===== src/rtl/score_display_driver_pkg.sv =====
// rtl/score_display_driver_pkg.sv - shared display constants, conversion states and segment encoder
// Contents:
//   NUM_DIGITS   number of multiplexed digits
//   SEG_BLANK    active-low pattern with every segment off
//   AN_OFF       active-low anode pattern with every digit off
//   conv_state_e BCD conversion sequencer states
//   seg_encode   BCD digit -> active-low {g,f,e,d,c,b,a} pattern
package score_display_driver_pkg;

  localparam int         NUM_DIGITS = 4;
  localparam logic [6:0] SEG_BLANK  = 7'h7F;
  localparam logic [3:0] AN_OFF     = 4'hF;

  typedef enum logic [2:0] {
    ST_IDLE,
    ST_LOAD_S,
    ST_SHIFT_S,
    ST_LOAD_T,
    ST_SHIFT_T,
    ST_COMMIT
  } conv_state_e;

  function automatic logic [6:0] seg_encode(input logic [3:0] digit);
    logic [6:0] pattern;
    case (digit)
      4'd0:    pattern = 7'h40;
      4'd1:    pattern = 7'h79;
      4'd2:    pattern = 7'h24;
      4'd3:    pattern = 7'h30;
      4'd4:    pattern = 7'h19;
      4'd5:    pattern = 7'h12;
      4'd6:    pattern = 7'h02;
      4'd7:    pattern = 7'h78;
      4'd8:    pattern = 7'h00;
      4'd9:    pattern = 7'h10;
      default: pattern = SEG_BLANK;
    endcase
    return pattern;
  endfunction

endpackage


===== src/rtl/score_display_driver_bin2bcd.sv =====
// rtl/score_display_driver_bin2bcd.sv - sequential shift-add-3 binary to 2-digit BCD converter
// Ports:
//   clock, reset  system clock, asynchronous active-low reset
//   start         load bin and begin a conversion of len bits
//   bin           binary value, right-aligned
//   len           number of significant bits in bin (= number of shift cycles)
//   busy          1 while shift cycles remain
//   done          1 during the cycle whose closing edge performs the last shift
//   tens, ones    BCD result, valid once busy has dropped
module score_display_driver_bin2bcd #(
  parameter int W     = 7,
  parameter int LEN_W = $clog2(W + 1)
) (
  input  logic             clock,
  input  logic             reset,
  input  logic             start,
  input  logic [W-1:0]     bin,
  input  logic [LEN_W-1:0] len,
  output logic             busy,
  output logic             done,
  output logic [3:0]       tens,
  output logic [3:0]       ones
);

  logic [W-1:0]     sh;
  logic [7:0]       bcd;
  logic [7:0]       adj;
  logic [W+7:0]     shifted;
  logic [LEN_W-1:0] cnt;
  logic             busy_q;

  always_comb begin
    adj = bcd;
    if (bcd[3:0] >= 4'd5) adj[3:0] = bcd[3:0] + 4'd3;
    if (bcd[7:4] >= 4'd5) adj[7:4] = bcd[7:4] + 4'd3;
  end

  // Results stay below 100, so the bit shifted out of the tens nibble is always 0.
  assign shifted = {adj, sh} << 1;

  always_ff @(posedge clock or negedge reset) begin
    if (!reset) begin
      sh     <= '0;
      bcd    <= '0;
      cnt    <= '0;
      busy_q <= 1'b0;
    end else if (start) begin
      // Left-align so the first shift always moves the value's MSB into the BCD field.
      sh     <= bin << (W - int'(len));
      bcd    <= '0;
      cnt    <= len;
      busy_q <= (len != '0);
    end else if (busy_q) begin
      {bcd, sh} <= shifted;
      cnt       <= cnt - LEN_W'(1);
      if (cnt == LEN_W'(1)) busy_q <= 1'b0;
    end
  end

  assign busy = busy_q;
  assign done = busy_q && (cnt == LEN_W'(1));
  assign tens = bcd[7:4];
  assign ones = bcd[3:0];

endmodule


===== src/rtl/score_display_driver.sv =====
// rtl/score_display_driver.sv - 4-digit multiplexed 7-segment driver showing score and time left
// Ports:
//   clock      system clock
//   reset      asynchronous active-low reset
//   enable     1 = display driven, 0 = all digits blanked (scan and conversion continue)
//   score      binary score
//   time_left  binary seconds remaining, shown saturated at 99
//   an         digit anodes, active-low, an[0] = rightmost
//   seg        segments {g,f,e,d,c,b,a}, active-low
//   dp         decimal point, active-low, lit on the time ones digit as a separator
//   busy       1 while a BCD conversion is in progress
module score_display_driver
  import score_display_driver_pkg::*;
#(
  parameter int REFRESH_DIV = 100_000,
  parameter int SCORE_W     = 6,
  parameter int TIME_W      = 7
) (
  input  logic               clock,
  input  logic               reset,
  input  logic               enable,
  input  logic [SCORE_W-1:0] score,
  input  logic [TIME_W-1:0]  time_left,
  output logic [3:0]         an,
  output logic [6:0]         seg,
  output logic               dp,
  output logic               busy
);

  localparam int                CNT_W    = (REFRESH_DIV > 1) ? $clog2(REFRESH_DIV) : 1;
  localparam logic [CNT_W-1:0]  CNT_MAX  = CNT_W'(REFRESH_DIV - 1);
  localparam int                CONV_W   = (TIME_W > SCORE_W) ? TIME_W : SCORE_W;
  localparam int                LEN_W    = $clog2(CONV_W + 1);
  localparam logic [TIME_W-1:0] TIME_MAX = TIME_W'(99);

  logic [CNT_W-1:0]   scan_cnt;
  logic [1:0]         digit_idx;
  logic               scan_tick;

  conv_state_e        state, state_next;
  logic [SCORE_W-1:0] score_shadow;
  logic [TIME_W-1:0]  time_shadow;
  logic [TIME_W-1:0]  time_sat;
  logic               capture;

  logic               conv_start;
  logic [CONV_W-1:0]  conv_bin;
  logic [LEN_W-1:0]   conv_len;
  logic               conv_busy;
  logic               conv_done;
  logic [3:0]         conv_tens;
  logic [3:0]         conv_ones;

  logic [3:0]         score_tens_tmp;
  logic [3:0]         score_ones_tmp;
  // {time tens, time ones, score tens, score ones}, indexed by digit_idx
  logic [NUM_DIGITS-1:0][3:0] digit_q;
  logic [3:0]         digit_val;
  logic               digit_blank;

  // ---------------- scan ----------------
  assign scan_tick = (scan_cnt == CNT_MAX);

  always_ff @(posedge clock or negedge reset) begin
    if (!reset) begin
      scan_cnt  <= '0;
      digit_idx <= '0;
    end else if (scan_tick) begin
      scan_cnt  <= '0;
      digit_idx <= digit_idx + 2'd1;
    end else begin
      scan_cnt  <= scan_cnt + CNT_W'(1);
    end
  end

  // ---------------- conversion sequencer ----------------
  assign time_sat = (time_left > TIME_MAX) ? TIME_MAX : time_left;

  always_ff @(posedge clock or negedge reset) begin
    if (!reset) state <= ST_IDLE;
    else        state <= state_next;
  end

  always_comb begin
    state_next = state;
    capture    = 1'b0;
    conv_start = 1'b0;
    conv_bin   = '0;
    conv_len   = '0;
    case (state)
      ST_IDLE: begin
        if ({time_sat, score} != {time_shadow, score_shadow}) begin
          capture    = 1'b1;
          state_next = ST_LOAD_S;
        end
      end
      ST_LOAD_S: begin
        conv_start = 1'b1;
        conv_bin   = CONV_W'(score_shadow);
        conv_len   = LEN_W'(SCORE_W);
        state_next = ST_SHIFT_S;
      end
      ST_SHIFT_S: if (conv_done) state_next = ST_LOAD_T;
      ST_LOAD_T: begin
        conv_start = 1'b1;
        conv_bin   = CONV_W'(time_shadow);
        conv_len   = LEN_W'(TIME_W);
        state_next = ST_SHIFT_T;
      end
      ST_SHIFT_T: if (conv_done) state_next = ST_COMMIT;
      ST_COMMIT:  state_next = ST_IDLE;
      default:    state_next = ST_IDLE;
    endcase
  end

  score_display_driver_bin2bcd #(
    .W     (CONV_W),
    .LEN_W (LEN_W)
  ) u_bin2bcd (
    .clock (clock),
    .reset (reset),
    .start (conv_start),
    .bin   (conv_bin),
    .len   (conv_len),
    .busy  (conv_busy),
    .done  (conv_done),
    .tens  (conv_tens),
    .ones  (conv_ones)
  );

  // The score result is parked while the converter is reused for time, and all
  // four digits land together in COMMIT so a scan never shows a half-updated pair.
  always_ff @(posedge clock or negedge reset) begin
    if (!reset) begin
      score_shadow   <= '0;
      time_shadow    <= '0;
      score_tens_tmp <= '0;
      score_ones_tmp <= '0;
      digit_q        <= '0;
    end else begin
      if (capture) begin
        score_shadow <= score;
        time_shadow  <= time_sat;
      end
      if (state == ST_LOAD_T) begin
        score_tens_tmp <= conv_tens;
        score_ones_tmp <= conv_ones;
      end
      if (state == ST_COMMIT) begin
        digit_q <= {conv_tens, conv_ones, score_tens_tmp, score_ones_tmp};
      end
    end
  end

  assign busy = (state != ST_IDLE) || conv_busy;

  // ---------------- digit mux and output registers ----------------
  assign digit_val   = digit_q[digit_idx];
  // Odd indices are tens digits; a zero there is a leading zero.
  assign digit_blank = digit_idx[0] && (digit_val == 4'd0);

  always_ff @(posedge clock or negedge reset) begin
    if (!reset) begin
      an  <= AN_OFF;
      seg <= SEG_BLANK;
      dp  <= 1'b1;
    end else if (!enable) begin
      an  <= AN_OFF;
      seg <= SEG_BLANK;
      dp  <= 1'b1;
    end else begin
      an  <= ~(4'b0001 << digit_idx);
      seg <= digit_blank ? SEG_BLANK : seg_encode(digit_val);
      dp  <= (digit_idx != 2'd2);
    end
  end

endmodule


===== config.mk =====
export PLATFORM = sky130hd
export DESIGN_NAME = score_display_driver
export DESIGN_NICKNAME = d
export VERILOG_FILES = /design/src/rtl/score_display_driver_pkg.sv /design/src/rtl/score_display_driver_bin2bcd.sv /design/src/rtl/score_display_driver.sv
export SDC_FILE = /design/constraint.sdc
export NUM_CORES = 1
export LEC_CHECK = 0
export CAP_MARGIN = 20
export CORE_AREA = 2 2 108 110
export DETAILED_ROUTE_END_ITERATION = 8
export DIE_AREA = 0 0 110 112
export HOLD_SLACK_MARGIN = 0.02
export SYNTH_ARGS = -nofsm -noshare
export SYNTH_HDL_FRONTEND = slang
export SYNTH_SLANG_ARGS = --single-unit
export TNS_END_PERCENT = 10

===== constraint.sdc =====
create_clock -name clock -period 3.2 [get_ports clock]
set_input_delay 0.32 -clock clock [delete_from_list [all_inputs] [get_ports clock]]
set_output_delay 0.32 -clock clock [all_outputs]
set_load 0.02 [all_outputs]

==> results of run 1 <==
-- cells by family (layout without fill, tap and decap cells) --
kind of cell | after synthesis | after routing | share of synthesized area (%)
AND/OR/NAND/NOR | 117 | 117 | 13.2
multiplexers | 46 | 46 | 13.3
flip-flops | 89 | 89 | 51.8
adder cells (fa/ha/maj) | 16 | 16 | 4.63
XOR/XNOR | 31 | 31 | 6.27
AO/OA/AOI/OAI | 58 | 58 | 8.01
buffers and inverters | 29 | 64 | 2.86
-- worst max path at each step --
stage                                              to  slack, ns  cells past startpoint
final                                            busy       0.83                      4
after global routing                             busy       0.70                      4
after CTS                                        busy       0.81                      4
after detailed placement  score_shadow[4]$_DFFE_PN0P_       0.82                      7
after global placement     time_shadow[3]$_DFFE_PN0P_       0.87                      7
after floorplan                      seg[0]$_DFF_PN1_       1.29                      9
-- layer usage --
metal	global-route usage, %	wire (um)	up-vias
met1	17.6	3670	1336
met5	0	0	-
li1	-	-	1394
met4	6.24	148	0
met3	2.69	231	12
met2	21.6	3510	44
-- state kept, by name, summed over array words and instances (netlist names) --
register and flops:
an 4, digit_idx 2, digit_q 16, scan_cnt 17
score_ones_tmp 4, score_shadow 6, score_tens_tmp 4, seg 7
state 3, time_shadow 7, u_bin2bcd.bcd 8, u_bin2bcd.busy 1
u_bin2bcd.cnt 3, u_bin2bcd.sh 7
-- Yosys cell counts (all sizes together), types with 2 or more instances --
master | count | area, um2
xor2 | 15 | 131
nand3 | 11 | 55.1
a21oi | 18 | 90.1
buf | 7 | 41.3
mux2 | 27 | 334
o21ai | 21 | 105
dfrtp | 78 | 1950
a211oi | 8 | 60.1
nand4 | 4 | 25.0
xnor2 | 16 | 140
nand2 | 35 | 131
mux2i | 15 | 150
dfstp | 11 | 289
and3 | 3 | 18.8
inv | 14 | 52.6
nand2b | 6 | 37.5
nor3 | 2 | 10.0
nor2 | 32 | 120
ha | 16 | 200
nand3b | 3 | 22.5
mux4 | 4 | 90.1
clkbuf | 8 | 30.0
nor2b | 9 | 56.3
nor4 | 5 | 31.3
nor3b | 2 | 15.0
-- metrics by stage --
step	cell area (um2)	setup WS, ns
4_1_cts	5130	0.807
6_report	5130	0.830
3_3_place_gp	4760	0.873
3_5_place_dp	4760	0.823
2_1_floorplan	4330	1.29
5_1_grt	5130	0.701
-- cell type report --
type | instances | area, um2 | area share (%)
clock inverter | 6 | 138 | 2.68
clock buffer | 10 | 239 | 4.65
timing repair buffer | 34 | 323 | 6.29
sequential | 89 | 2240 | 43.6
inverter | 14 | 52.6 | 1.02
multi-input combinational | 268 | 1960 | 38.2
tap | 143 | 179 | 3.48
-- placed cells by master, fill, tap and decap left out, types with 2 or more instances in the layout --
master and count:
o21ai_0 21, a211oi_1 8, clkdlybuf4s50_1 27, nand2b_1 6
clkbuf_16 9, nor4_1 5, and3_1 3, nand3b_1 3
a21oi_1 18, dfstp_2 11, xnor2_1 16, nand4_1 4
inv_1 14, nor2_1 32, nand3_1 11, nor3_1 2
xor2_1 15, nor2b_1 9, buf_4 7, mux2_4 8
nand2_1 35, ha_1 16, bufinv_16 4, dfrtp_1 78
mux2_2 19, mux2i_1 15, mux4_2 4, nor3b_1 2
-- report_power, final --
part | leakage, nW | total (W) | switching [W] | internal [W]
registers | 1.10 | 0.00180 | 0.000270 | 0.00153
clock network | 0.183 | 0.00131 | 0.000439 | 0.000867
logic | 0.985 | 0.00157 | 0.000774 | 0.000796
total | 2.27 | 0.00467 | 0.00148 | 0.00319
-- critical path, delay by kind of cell, from the launching register on --
kind                   cells  cell delay [ns]
flip-flops                 1             0.36
buffers and inverters      2             0.75
AND/OR/NAND/NOR            2             0.61
==> results.json, run 1 <==
{
  "outcome": "completed",
  "htree_levels": 3,
  "clk_pin_slew_ns": 0.07,
  "grt_pass1_vias": 2806,
  "rows": 39,
  "synth_edf_count": 0,
  "ys_ff_latch": 89,
  "yosysWarnings": 0,
  "post-route-period-util_pct": 74.1,
  "hpwl_um": 5140,
  "fill_cells": 1058,
  "crit_path_start_kind": "register",
  "ios": 29,
  "cp.arrival_ns": 2.05,
  "hold_viol": 0,
  "start_util_pct": 38.7,
  "tns_ns": 0,
  "hold_class": "in2async",
  "dp.cells": 548,
  "worstSetupEndpointType": "primary output",
  "via_per_inst": 4.94,
  "worst_pin_slew_ns": 0.839,
  "grt_usage_pct": 13.6,
  "rsz0062_at_grt": "no",
  "r2r.worst_path.cells": 8,
  "synthDistinctLibCells": 45,
  "slowest_stage": "clkdlybuf4s50_1",
  "cp_data_required_time_ns": 2.88,
  "p_leak_nw": 2.27,
  "root_buffer": "clkbuf_16",
  "powerDensity_nw_per_um2": 910,
  "max_stage_delay_ns": 0.56,
  "clock_skew_ns": 0.00613,
  "synthCells": 386,
  "max_freq_mhz": 422,
  "drive_above_1_share_pct": 16.2,
  "gp_congestion": 0.785,
  "fin_cells": 564,
  "fin_total_pwr_w": 0.00467,
  "cts_tree": "yes",
  "synth.net_count": 418,
  "antenna_cells": 0,
  "grt_pass1_wl_um": 13100,
  "via_count": 2786,
  "drtAntennaViolNets": 0,
  "synthFlopType": "dfrtp_1",
  "portBuffers": 28,
  "insertion_delay_ns": 0.34,
  "cp_cell_sequence": "buf_4 -> nor3_1 -> nand2b_1 -> clkdlybuf4s50_1",
  "antenna_found_initial": 0,
  "grt_max_degree": 52,
  "dieHeight_um": 112,
  "drv_slew": 0,
  "netlist_area_um2": 4330,
  "setup_violations": 0,
  "post-route-util_pct": 46.0,
  "ff2ff_setup_slack_ns": 1.00,
  "fin_crit_ns": 2.37,
  "postCtsSetupBuffers": 0,
  "r2r-start": "digit_idx[0]$_DFFE_PN0N_",
  "fin_hold_ws_ns": 0.00612,
  "critPathMaxFanout": 15,
  "dr.first_iter.drc_count": 110,
  "async_flop_share_pct": 100,
  "drcViolationCount": 0,
  "ys_seq_area_share_pct": 51.8,
  "post_cts_resized": 0,
  "vdd_drop_max_v": 0.000319,
  "numCtsBuffers": 9,
  "maxCapViolCount": 0,
  "cts_hold_buf": 0,
  "clockBufferDepth": 2,
  "syn_to_final_growth_pct": 18.6,
  "fin_nets": 448,
  "r2r_end": "seg[5]$_DFF_PN1_",
  "drt-wirelength-per-cell_um": 13.4,
  "relSlewSlack_pct": 43.9,
  "synth_area_per_cell_um2": 11.2,
  "fp.dieW_um": 110,
  "path_class": "reg2out",
  "clock-sinks": 89,
  "dieArea_um2": 12300,
  "crit_start": "state[1]$_DFFE_PN0P_",
  "drt-total-wl_um": 7550,
  "dr.pass1.iters": 4,
  "overflow": 0,
  "coreArea_um2": 11200
}
Note: power is estimated with default switching activity, not from simulation.
==> run 2: changes to the inputs <==
- clock period: 3.2 -> 2.2 ns (I/O delays scaled with it)
==> run 2 against run 1 <==
  * Combinational power increased by 52%
  * Largest power group unchanged
  * Global-route usage decreased by 0.080 points
  * Routed wire length increased by 0.62%
  * Via count increased by 1.4%
  * Critical endpoint is now seg[0]$_DFF_PN1_
  * Critical path depth increased by 4
==> results.json, run 2 (synthesis results as in run 1) <==
{
  "vdd_drop_max_v": 0.000574,
  "largest-register": "scan_cnt",
  "coreArea_um2": 11200,
  "drcViolationCount": 0,
  "cp_data_required_time_ns": 2.45,
  "via_count": 2825,
  "cts_tree": "yes",
  "gp_congestion": 0.792,
  "drt-wirelength-per-cell_um": 13.2,
  "outcome": "completed",
  "overflow": 0,
  "fin_area_um2": 5160,
  "drt-total-wl_um": 7600,
  "critPathMaxFanout": 7,
  "numCtsBuffers": 9,
  "fill_cells": 1026,
  "r2r.worst_path.cells": 8,
  "postCtsSetupBuffers": 0,
  "worstSetupEndpointType": "register",
  "dieArea_um2": 12300,
  "insertion_delay_ns": 0.33,
  "clockBufferDepth": 2,
  "crit_path_start_kind": "register",
  "ios": 29,
  "grt_max_degree": 41,
  "fp.dieW_um": 110,
  "hpwl_um": 5250,
  "grt_pass1_vias": 2777,
  "start_util_pct": 38.7,
  "setup_violations": 0,
  "relSlewSlack_pct": 65.3,
  "largest_reg_flops": 17,
  "dr.pass1.iters": 4,
  "drive_above_1_share_pct": 17.8,
  "hold_viol": 0,
  "cp.arrival_ns": 2.26,
  "dieHeight_um": 112,
  "grt_usage_pct": 13.5,
  "htree_levels": 3,
  "top_regs": "scan_cnt: 17 flops, digit_q: 16 flops, u_bin2bcd.bcd: 8 flops",
  "hold_class": "in2async",
  "place_area_um2": 4870,
  "grt_pass1_wl_um": 13200,
  "antenna_found_initial": 0,
  "portBuffers": 28,
  "powerDensity_nw_per_um2": 1250,
  "max_freq_mhz": 498,
  "rsz0062_at_grt": "no",
  "via_per_inst": 4.90,
  "path_class": "reg2reg",
  "tns_ns": 0,
  "root_buffer": "clkbuf_16",
  "clock-sinks": 89,
  "layout_common_cells": "dfrtp_1 (77), nand2_1 (35), nor2_1 (32)",
  "final_common_cell": "dfrtp_1",
  "p_leak_nw": 2.29,
  "maxCapViolCount": 0,
  "clk_pin_slew_ns": 0.06,
  "rows": 39,
  "fin_crit_ns": 2.01,
  "drv_slew": 0,
  "syn_to_final_growth_pct": 19.3,
  "clock_skew_ns": 0.00711,
  "antenna_cells": 0,
  "dr.first_iter.drc_count": 125,
  "fin_nets": 460,
  "worst_pin_slew_ns": 0.521,
  "post-route-period-util_pct": 91.2,
  "drtAntennaViolNets": 0
}
run 2: cell types whose count changed in the layout (fill, tap and decap cells not counted), sizes merged:
| cell | before | now |
|---|---|---|
| buf | 7 | 18 |
| clkbuf | 10 | 12 |
| dlygate4sd3 | 0 | 1 |
| inv | 15 | 14 |
| clkinvlp | 0 | 1 |
| clkinv | 1 | 2 |
| bufinv | 4 | 1 |
run 2: through the flow:
step | cells | utilization (%) | total power [W] | worst slack [ns] | hold WS (ns)
final | 576 | 46.2 | 0.00648 | 0.194 | 0.414
after CTS | 576 | 46.2 | 0.00657 | 0.0879 | 0.421
after floorplan | 386 | - | 0.00435 | 0.291 | -0.0756
after detailed placement | 559 | 43.5 | 0.00504 | -0.0670 | 0.243
after global routing | 576 | 46.2 | 0.00696 | 0.0363 | 0.474
after global placement | 559 | 43.5 | 0.00496 | -0.0265 | 0.240
run 2: per-layer routing:
layer | track usage, % | up-vias | routed length [um]
met4 | 4.73 | 0 | 79
li1 | - | 1419 | -
met2 | 20.7 | 35 | 3550
met3 | 3.40 | 10 | 225
met1 | 18.4 | 1361 | 3750
met5 | 0 | - | 0
run 2: what timing repair did:
action / in CTS / in global routing
hold buffers: 1 / 0
endpoints found under the setup margin: 0 / 6
endpoints found under the hold margin: 29 / 0
resized for setup: 0 / 1
run 2: report_power, final:
part	switching, W	leakage, nW	internal (W)
Combinational	0.00114	1.05	0.00124
Clock	0.000604	0.137	0.000878
Sequential	0.000393	1.10	0.00222
run 2: worst paths after layout:
path / endpoint / slack, ns / startpoint
worst max-delay path: seg[0]$_DFF_PN1_ / 0.19 / digit_idx[0]$_DFFE_PN0N_
worst min-delay path: u_bin2bcd.cnt[2]$_DFFE_PN0P_ / 0.41 / reset
worst max register to register: seg[0]$_DFF_PN1_ / 0.19 / digit_idx[0]$_DFFE_PN0N_
worst min register to register: score_tens_tmp[1]$_DFFE_PN0P_ / 0.47 / score_tens_tmp[1]$_DFFE_PN0P_
max in group asynchronous: time_shadow[4]$_DFFE_PN0P_ / 1.15 / reset
min in group clock: score_tens_tmp[1]$_DFFE_PN0P_ / 0.47 / score_tens_tmp[1]$_DFFE_PN0P_
run 2: final cells by class:
class	count	area [um2]	share of cell area, %
Multi-Input combinational cell	268	1960	38.0
Sequential cell	89	2240	43.4
Clock inverter	4	47.5	0.921
Tap cell	143	179	3.47
Clock buffer	12	236	4.58
Timing Repair Buffer	46	440	8.53
Inverter	14	52.6	1.02
run 2: critical path, cell delays in order (launching register included):
cell and delay [ns]:
dfrtp_2 0.46, mux4_2 0.58, inv_1 0.14, ha_1 0.18, nand2_1 0.10, nor2_1 0.11, nor2_1 0.05, o21a_1 0.21
o21ai_0 0.10
